===== config.mk =====
export PLATFORM = sky130hd
export DESIGN_NAME = cache_refill_controller_flat
export DESIGN_NICKNAME = d
export VERILOG_FILES = /design/src/rtl/cache_refill_if.sv /design/src/rtl/cache_refill_controller.sv /design/src/flat_wrapper.sv
export SDC_FILE = /design/constraint.sdc
export NUM_CORES = 1
export LEC_CHECK = 0
export CORE_MARGIN = 3
export CORE_UTILIZATION = 35
export CTS_CLUSTER_DIAMETER = 100
export DETAILED_ROUTE_END_ITERATION = 6
export PLACE_DENSITY = 0.71
export SYNTH_ARGS = -nofsm -noshare
export SYNTH_HDL_FRONTEND = slang
export SYNTH_SLANG_ARGS = --single-unit

===== constraint.sdc =====
create_clock -name clk -period 3.6 [get_ports clk]
set_clock_uncertainty 0.05 [all_clocks]
set_input_delay 0.72 -clock clk [delete_from_list [all_inputs] [get_ports clk]]
set_output_delay 0.72 -clock clk [all_outputs]
set_load 0.02 [all_outputs]

===== src/rtl/cache_refill_if.sv =====
// CPU, memory and cache-array signal bundle for the refill controller.
interface cache_refill_if #(
  parameter int unsigned ADDR_WIDTH = 32,
  parameter int unsigned DATA_WIDTH = 32
);
  logic [ADDR_WIDTH-1:0] cpu_addr;
  logic                  cpu_rd;
  logic                  cpu_wr;
  logic [DATA_WIDTH-1:0] cpu_wdata;
  logic                  hit;
  logic                  stall;
  logic                  mem_req;
  logic                  mem_we;
  logic [ADDR_WIDTH-1:0] mem_addr;
  logic [DATA_WIDTH-1:0] mem_wdata;
  logic                  mem_ready;
  logic [DATA_WIDTH-1:0] mem_rdata;
  logic                  fill_we;
  logic [1:0]            fill_offset;
  logic [DATA_WIDTH-1:0] fill_data;
  logic                  tag_we;

  // Controller side
  modport master (
    input  cpu_addr, cpu_rd, cpu_wr, cpu_wdata, hit, mem_ready, mem_rdata,
    output stall, mem_req, mem_we, mem_addr, mem_wdata,
    output fill_we, fill_offset, fill_data, tag_we
  );

  // CPU / memory / tag-unit side
  modport slave (
    output cpu_addr, cpu_rd, cpu_wr, cpu_wdata, hit, mem_ready, mem_rdata,
    input  stall, mem_req, mem_we, mem_addr, mem_wdata,
    input  fill_we, fill_offset, fill_data, tag_we
  );
endinterface


===== src/rtl/cache_refill_controller.sv =====
// Miss handling and write-through engine for a direct-mapped, 4-word-block data cache.
module cache_refill_controller #(
  parameter int unsigned ADDR_WIDTH = 32,
  parameter int unsigned DATA_WIDTH = 32
) (
  input  logic           clk,
  input  logic           reset,
  cache_refill_if.master bus
);

  typedef enum logic [2:0] {
    S_IDLE  = 3'd0,
    S_FILL  = 3'd1,
    S_TAG   = 3'd2,
    S_WRITE = 3'd3,
    S_DONE  = 3'd4
  } state_t;

  state_t                r_state;
  logic [1:0]            r_cnt;
  logic [ADDR_WIDTH-1:2] r_addr;
  logic [DATA_WIDTH-1:0] r_data;
  logic                  r_hit;
  logic                  r_mem_req;
  logic                  r_mem_we;
  logic [ADDR_WIDTH-1:0] r_mem_addr;
  logic [DATA_WIDTH-1:0] r_mem_wdata;
  logic                  r_tag_we;

  logic w_rd_miss;
  logic w_fill_rd;
  logic w_fill_wr;
  logic w_unused;

  assign w_rd_miss = bus.cpu_rd & ~bus.hit;
  assign w_unused  = ^bus.cpu_addr[1:0];

  // Controller state, latched request and registered memory/tag outputs
  always_ff @(posedge clk or posedge reset) begin
    if (reset) begin
      r_state     <= S_IDLE;
      r_cnt       <= '0;
      r_addr      <= '0;
      r_data      <= '0;
      r_hit       <= 1'b0;
      r_mem_req   <= 1'b0;
      r_mem_we    <= 1'b0;
      r_mem_addr  <= '0;
      r_mem_wdata <= '0;
      r_tag_we    <= 1'b0;
    end else begin
      case (r_state)
        S_IDLE: begin
          if (bus.cpu_wr) begin
            r_state     <= S_WRITE;
            r_addr      <= bus.cpu_addr[ADDR_WIDTH-1:2];
            r_data      <= bus.cpu_wdata;
            r_hit       <= bus.hit;
            r_mem_req   <= 1'b1;
            r_mem_we    <= 1'b1;
            r_mem_addr  <= {bus.cpu_addr[ADDR_WIDTH-1:2], 2'b00};
            r_mem_wdata <= bus.cpu_wdata;
          end else if (w_rd_miss) begin
            r_state    <= S_FILL;
            r_cnt      <= '0;
            r_addr     <= bus.cpu_addr[ADDR_WIDTH-1:2];
            r_mem_req  <= 1'b1;
            r_mem_we   <= 1'b0;
            r_mem_addr <= {bus.cpu_addr[ADDR_WIDTH-1:4], 4'b0000};
          end
        end
        S_FILL: begin
          // Address advances only on an accepted word, so it holds through wait states
          if (bus.mem_ready) begin
            r_cnt      <= r_cnt + 2'd1;
            r_mem_addr <= {r_addr[ADDR_WIDTH-1:4], r_cnt + 2'd1, 2'b00};
            if (r_cnt == 2'd3) begin
              r_state   <= S_TAG;
              r_mem_req <= 1'b0;
              r_tag_we  <= 1'b1;
            end
          end
        end
        S_TAG: begin
          r_tag_we <= 1'b0;
          r_state  <= S_IDLE;
        end
        S_WRITE: begin
          if (bus.mem_ready) begin
            r_state   <= S_DONE;
            r_mem_req <= 1'b0;
            r_mem_we  <= 1'b0;
          end
        end
        S_DONE: begin
          // One unstalled cycle lets the CPU retire the store before new requests are seen
          r_state <= S_IDLE;
        end
        default: r_state <= S_IDLE;
      endcase
    end
  end

  assign w_fill_rd = (r_state == S_FILL) & bus.mem_ready;
  assign w_fill_wr = (r_state == S_WRITE) & bus.mem_ready & r_hit;

  // Cache data-array write port: refill words, or the write-through word on a store hit
  always_comb begin
    bus.fill_we     = w_fill_rd | w_fill_wr;
    bus.fill_offset = 2'b00;
    bus.fill_data   = '0;
    if (w_fill_rd) begin
      bus.fill_offset = r_cnt;
      bus.fill_data   = bus.mem_rdata;
    end else if (w_fill_wr) begin
      bus.fill_offset = r_addr[3:2];
      bus.fill_data   = r_data;
    end
  end

  // CPU stall: pending miss/store detected in IDLE, or any busy state
  always_comb begin
    bus.stall = 1'b0;
    if (!reset) begin
      case (r_state)
        S_IDLE:                  bus.stall = bus.cpu_wr | w_rd_miss;
        S_FILL, S_TAG, S_WRITE:  bus.stall = 1'b1;
        default:                 bus.stall = 1'b0;
      endcase
    end
  end

  assign bus.mem_req   = r_mem_req;
  assign bus.mem_we    = r_mem_we;
  assign bus.mem_addr  = r_mem_addr;
  assign bus.mem_wdata = r_mem_wdata;
  assign bus.tag_we    = r_tag_we;

endmodule


===== src/flat_wrapper.sv =====
// flat-port wrapper written by rule: the top's interface ports become plain ports
module cache_refill_controller_flat 
#(
  parameter int unsigned ADDR_WIDTH = 32,
  parameter int unsigned DATA_WIDTH = 32
)
  (clk, reset, bus_cpu_addr, bus_cpu_rd, bus_cpu_wr, bus_cpu_wdata, bus_hit, bus_mem_ready, bus_mem_rdata, bus_stall, bus_mem_req, bus_mem_we, bus_mem_addr, bus_mem_wdata, bus_fill_we, bus_fill_offset, bus_fill_data, bus_tag_we);
  cache_refill_if #(.ADDR_WIDTH(ADDR_WIDTH), .DATA_WIDTH(DATA_WIDTH)) bus_i ();
  input  logic clk;
  input  logic reset;
  input wire logic [$bits(bus_i.cpu_addr)-1:0] bus_cpu_addr;
  input wire logic [$bits(bus_i.cpu_rd)-1:0] bus_cpu_rd;
  input wire logic [$bits(bus_i.cpu_wr)-1:0] bus_cpu_wr;
  input wire logic [$bits(bus_i.cpu_wdata)-1:0] bus_cpu_wdata;
  input wire logic [$bits(bus_i.hit)-1:0] bus_hit;
  input wire logic [$bits(bus_i.mem_ready)-1:0] bus_mem_ready;
  input wire logic [$bits(bus_i.mem_rdata)-1:0] bus_mem_rdata;
  output wire logic [$bits(bus_i.stall)-1:0] bus_stall;
  output wire logic [$bits(bus_i.mem_req)-1:0] bus_mem_req;
  output wire logic [$bits(bus_i.mem_we)-1:0] bus_mem_we;
  output wire logic [$bits(bus_i.mem_addr)-1:0] bus_mem_addr;
  output wire logic [$bits(bus_i.mem_wdata)-1:0] bus_mem_wdata;
  output wire logic [$bits(bus_i.fill_we)-1:0] bus_fill_we;
  output wire logic [$bits(bus_i.fill_offset)-1:0] bus_fill_offset;
  output wire logic [$bits(bus_i.fill_data)-1:0] bus_fill_data;
  output wire logic [$bits(bus_i.tag_we)-1:0] bus_tag_we;
  assign bus_i.cpu_addr = bus_cpu_addr;
  assign bus_i.cpu_rd = bus_cpu_rd;
  assign bus_i.cpu_wr = bus_cpu_wr;
  assign bus_i.cpu_wdata = bus_cpu_wdata;
  assign bus_i.hit = bus_hit;
  assign bus_i.mem_ready = bus_mem_ready;
  assign bus_i.mem_rdata = bus_mem_rdata;
  assign bus_stall = bus_i.stall;
  assign bus_mem_req = bus_i.mem_req;
  assign bus_mem_we = bus_i.mem_we;
  assign bus_mem_addr = bus_i.mem_addr;
  assign bus_mem_wdata = bus_i.mem_wdata;
  assign bus_fill_we = bus_i.fill_we;
  assign bus_fill_offset = bus_i.fill_offset;
  assign bus_fill_data = bus_i.fill_data;
  assign bus_tag_we = bus_i.tag_we;
  cache_refill_controller #(.ADDR_WIDTH(ADDR_WIDTH), .DATA_WIDTH(DATA_WIDTH)) u_core (.clk(clk), .reset(reset), .bus(bus_i));
endmodule

==> run summary <==
Outcome -> complete, no violations
I/O Pins -> 205
Final wirelength -> 13.8 mm
Final nets -> 692
Worst Reg-to-Reg Cells -> 4
Max Cap Viol -> 0
Leakage -> 0.00299 uW
Reg2reg end -> u_core.r_addr[7]$_DFFE_PP0P_
Clock power frac -> 0.170
Worst EP arrival -> 2.66 ns
Clock sink count -> 101
Post-CTS sizing -> 0
Cell count after synthesis -> 402
Largest net degree at the start of global routing -> 59
Final hold vios -> 0
Sum Neg Setup Slack -> 0 ns
Required @ worst endpoint -> 2.83 ns
Clock root cell -> clkbuf_16
Post-route cell area -> 7330 sq um
Startpoint Class -> input port
Max Root-Sink Buffers -> 2
Grt ovf -> 0
Ant. Diodes -> 0
FP Rows -> 42
DP Worst Slack -> 0.162 ns
Area grow syn2layout -> 52.4%
Worst R2R Setup Slack -> 1.16 ns
Worst Max-Slew Pin Slew -> 0.794 ns
Crit path capture -> bus_fill_data[3]
CTS tree -> yes
Critical path peak fanout -> 27
Drt pass-1 iters -> 4
Yosys reg bits -> 101
Global-route wire length before repair -> 21.6 mm
Post-synth EDFFs -> 0
Crit path max-delay cell type -> clkdlybuf4s50_1
Critical path type -> in -> out
Synth warn -> 0
WP depth -> 6
Die X -> 123 um
H-tree lvl count -> 3
Synthesized area per cell -> 12.0 sq um
Delay-heaviest family, CP -> buffers and inverters
CTS Buf Count -> 9
Core area -> 13300 sq um
# Post-CTS Setup Buffers -> 0
Post-synth top flop -> dfrtp_1
Library cells used by synthesis -> 43
Synth async-reset ratio -> 1.00
Sequential area share after synthesis -> 0.525
Overall global routing resource usage -> 0.183
Count leader, synth -> dfrtp_1
Tcrit/Tclk final -> 0.953
Via count -> 4063
WL/cell -> 17.9 um
Switching share of total power -> 0.378
PwrDens -> 897 nW/um^2
Initial drt markers -> 311
Peak supply drop -> 0.000470 V
Top-area cell type share of the netlist area -> 0.525
Worst min path class -> reg -> reg
Psw -> 2480 uW
DP Wirelength -> 9.92 mm
Gpl congestion -> 0.819
# setup viols final -> 0
Final min period -> 3.43 ns
Top post-synthesis cells by count -> 101 x dfrtp_1, 33 x a22o_1, 32 x mux2_1, 32 x mux2_2
Max Clk Rate -> 291 MHz
DIE AREA -> 15200 sq um
Worst-path clk slew -> 0.06 ns
DR vias/cell -> 5.28
Final ANT Viol Nets -> 0
Cells along the critical path -> clkdlybuf4s50_1, nand3_1, nor3b_4, buf_12, a22o_1, clkdlybuf4s50_1
Fin util -> 0.549
CP Launch Point -> bus_mem_ready
Slew Limit Fails -> 0
Relative slew slack -> 0.471
Comb pwr share -> 0.504
Int Pwr -> 4090 uW
Share of power burned in registers -> 0.326
Hold-fix buffers, CTS -> 0
Residual DRC -> 0
Final hold slack -> 0.445 ns
RSZ-0062 raised after global routing -> false
Initial antenna violation count -> 0
PortBufs -> 200
Max incr delay on CP -> 0.62 ns
Synth area leaders -> dfrtp_1 53%, mux2_1 7.5%, mux2_2 7.5%
Worst path most repeated cell -> clkdlybuf4s50_1
CP endpoint kind -> output port
Initial Util -> 0.360
Number of global-route vias before repair -> 4249
Top cell type by total area after synthesis -> dfrtp_1
Worst path bufs/invs -> 3
Die height -> 123 um
Final WS setup -> 0.168 ns
Mapped cell area -> 4810 sq um
Clock Latency Late Sink -> 0.34 ns
Hold_sp -> u_core.r_addr[3]$_DFFE_PP0P_
Worst r2r src -> u_core.r_state[0]$_DFFE_PP0P_
Placed inst area -> 6980 sq um
Share of cells above drive strength 1 -> 0.120
==> flip-flops by register name, summed over array words and instances (netlist names) <==
register	count
u_core.r_state	3
u_core.bus.tag_we	1
u_core.r_addr	30
u_core.r_hit	1
u_core.bus.mem_addr	30
u_core.r_cnt	2
u_core.bus.mem_wdata	32
u_core.bus.mem_req	1
u_core.bus.mem_we	1
==> power groups by stage <==
stage / Combinational (uW) / Clock (uW) / Sequential (uW)
3_5_place_dp: 3350 / 0 / 2170
2_1_floorplan: 1520 / 0 / 2490
4_1_cts: 3360 / 1140 / 2150
6_report: 3310 / 1120 / 2140
5_1_grt: 3560 / 1180 / 2220
3_3_place_gp: 3290 / 0 / 2130
==> worst reg2reg max path: cells and delay by family (launching register included) <==
family,cells,cell delay [ns]
multiplexers,1,0.42
flip-flops,1,0.56
buffers and inverters,1,0.25
AO/OA/AOI/OAI,1,0.63
AND/OR/NAND/NOR,1,0.41
==> cell type report <==
class / count / area [sq um]
clock inverter: 6 / 110
tap: 176 / 220
timing repair buffer: 214 / 2140
multi-input combinational: 233 / 1970
inverter: 30 / 115
sequential: 101 / 2530
fill: 1157 / 6020
clock buffer: 10 / 239
==> routing by layer <==
metal	vias up	global-route usage	wire, um
met5	-	0	0
met4	0	0.0734	319
met3	19	0.0677	1270
met2	170	0.311	6880
met1	2017	0.208	5350
li1	1857	-	-
==> cells in the final DEF (no fill, tap or decap), drive strengths merged, types with 3 or more instances in the layout <==
master           n
clkdlybuf4s50  200
dfrtp          101
mux2            64
a22o            33
nor2            30
inv             30
a211oi          28
a311oi          28
buf             14
clkbuf          10
nand2            7
nand2b           4
a21oi            4
o21ai            4
nand3            3
bufinv           3
==> per-stage QoR <==
stage               std cells  power [uW]
finish                    770        6570
global route              770        6960
CTS                       770        6660
detailed placement        754        5520
global placement          754        5420
floorplan                 403        4010
==> worst min path at each step <==
stage / depth (start not counted) / slack (ns) / to
CTS: 1 / 0.45 / u_core.r_addr[3]$_DFFE_PP0P_
detailed placement: 1 / 0.43 / u_core.r_addr[3]$_DFFE_PP0P_
global placement: 1 / 0.43 / u_core.r_addr[3]$_DFFE_PP0P_
global route: 1 / 0.47 / u_core.r_addr[25]$_DFFE_PP0P_
floorplan: 1 / 0.41 / u_core.r_addr[2]$_DFFE_PP0P_
finish: 1 / 0.45 / u_core.r_addr[3]$_DFFE_PP0P_
==> cell families (layout without fill, tap and decap cells) <==
logic type / count (synthesis) / after routing / synth area share
buffers and inverters: 69 / 260 / 0.0684
and+or+nand+nor: 59 / 59 / 0.0671
DFF: 101 / 101 / 0.525
AOI/OAI and AO/OA: 107 / 107 / 0.186
adders and majority gates: 1 / 1 / 0.00260
muxes: 64 / 64 / 0.150
other: 1 / 2 / 0.000780
(Power assumes the default switching activity.)
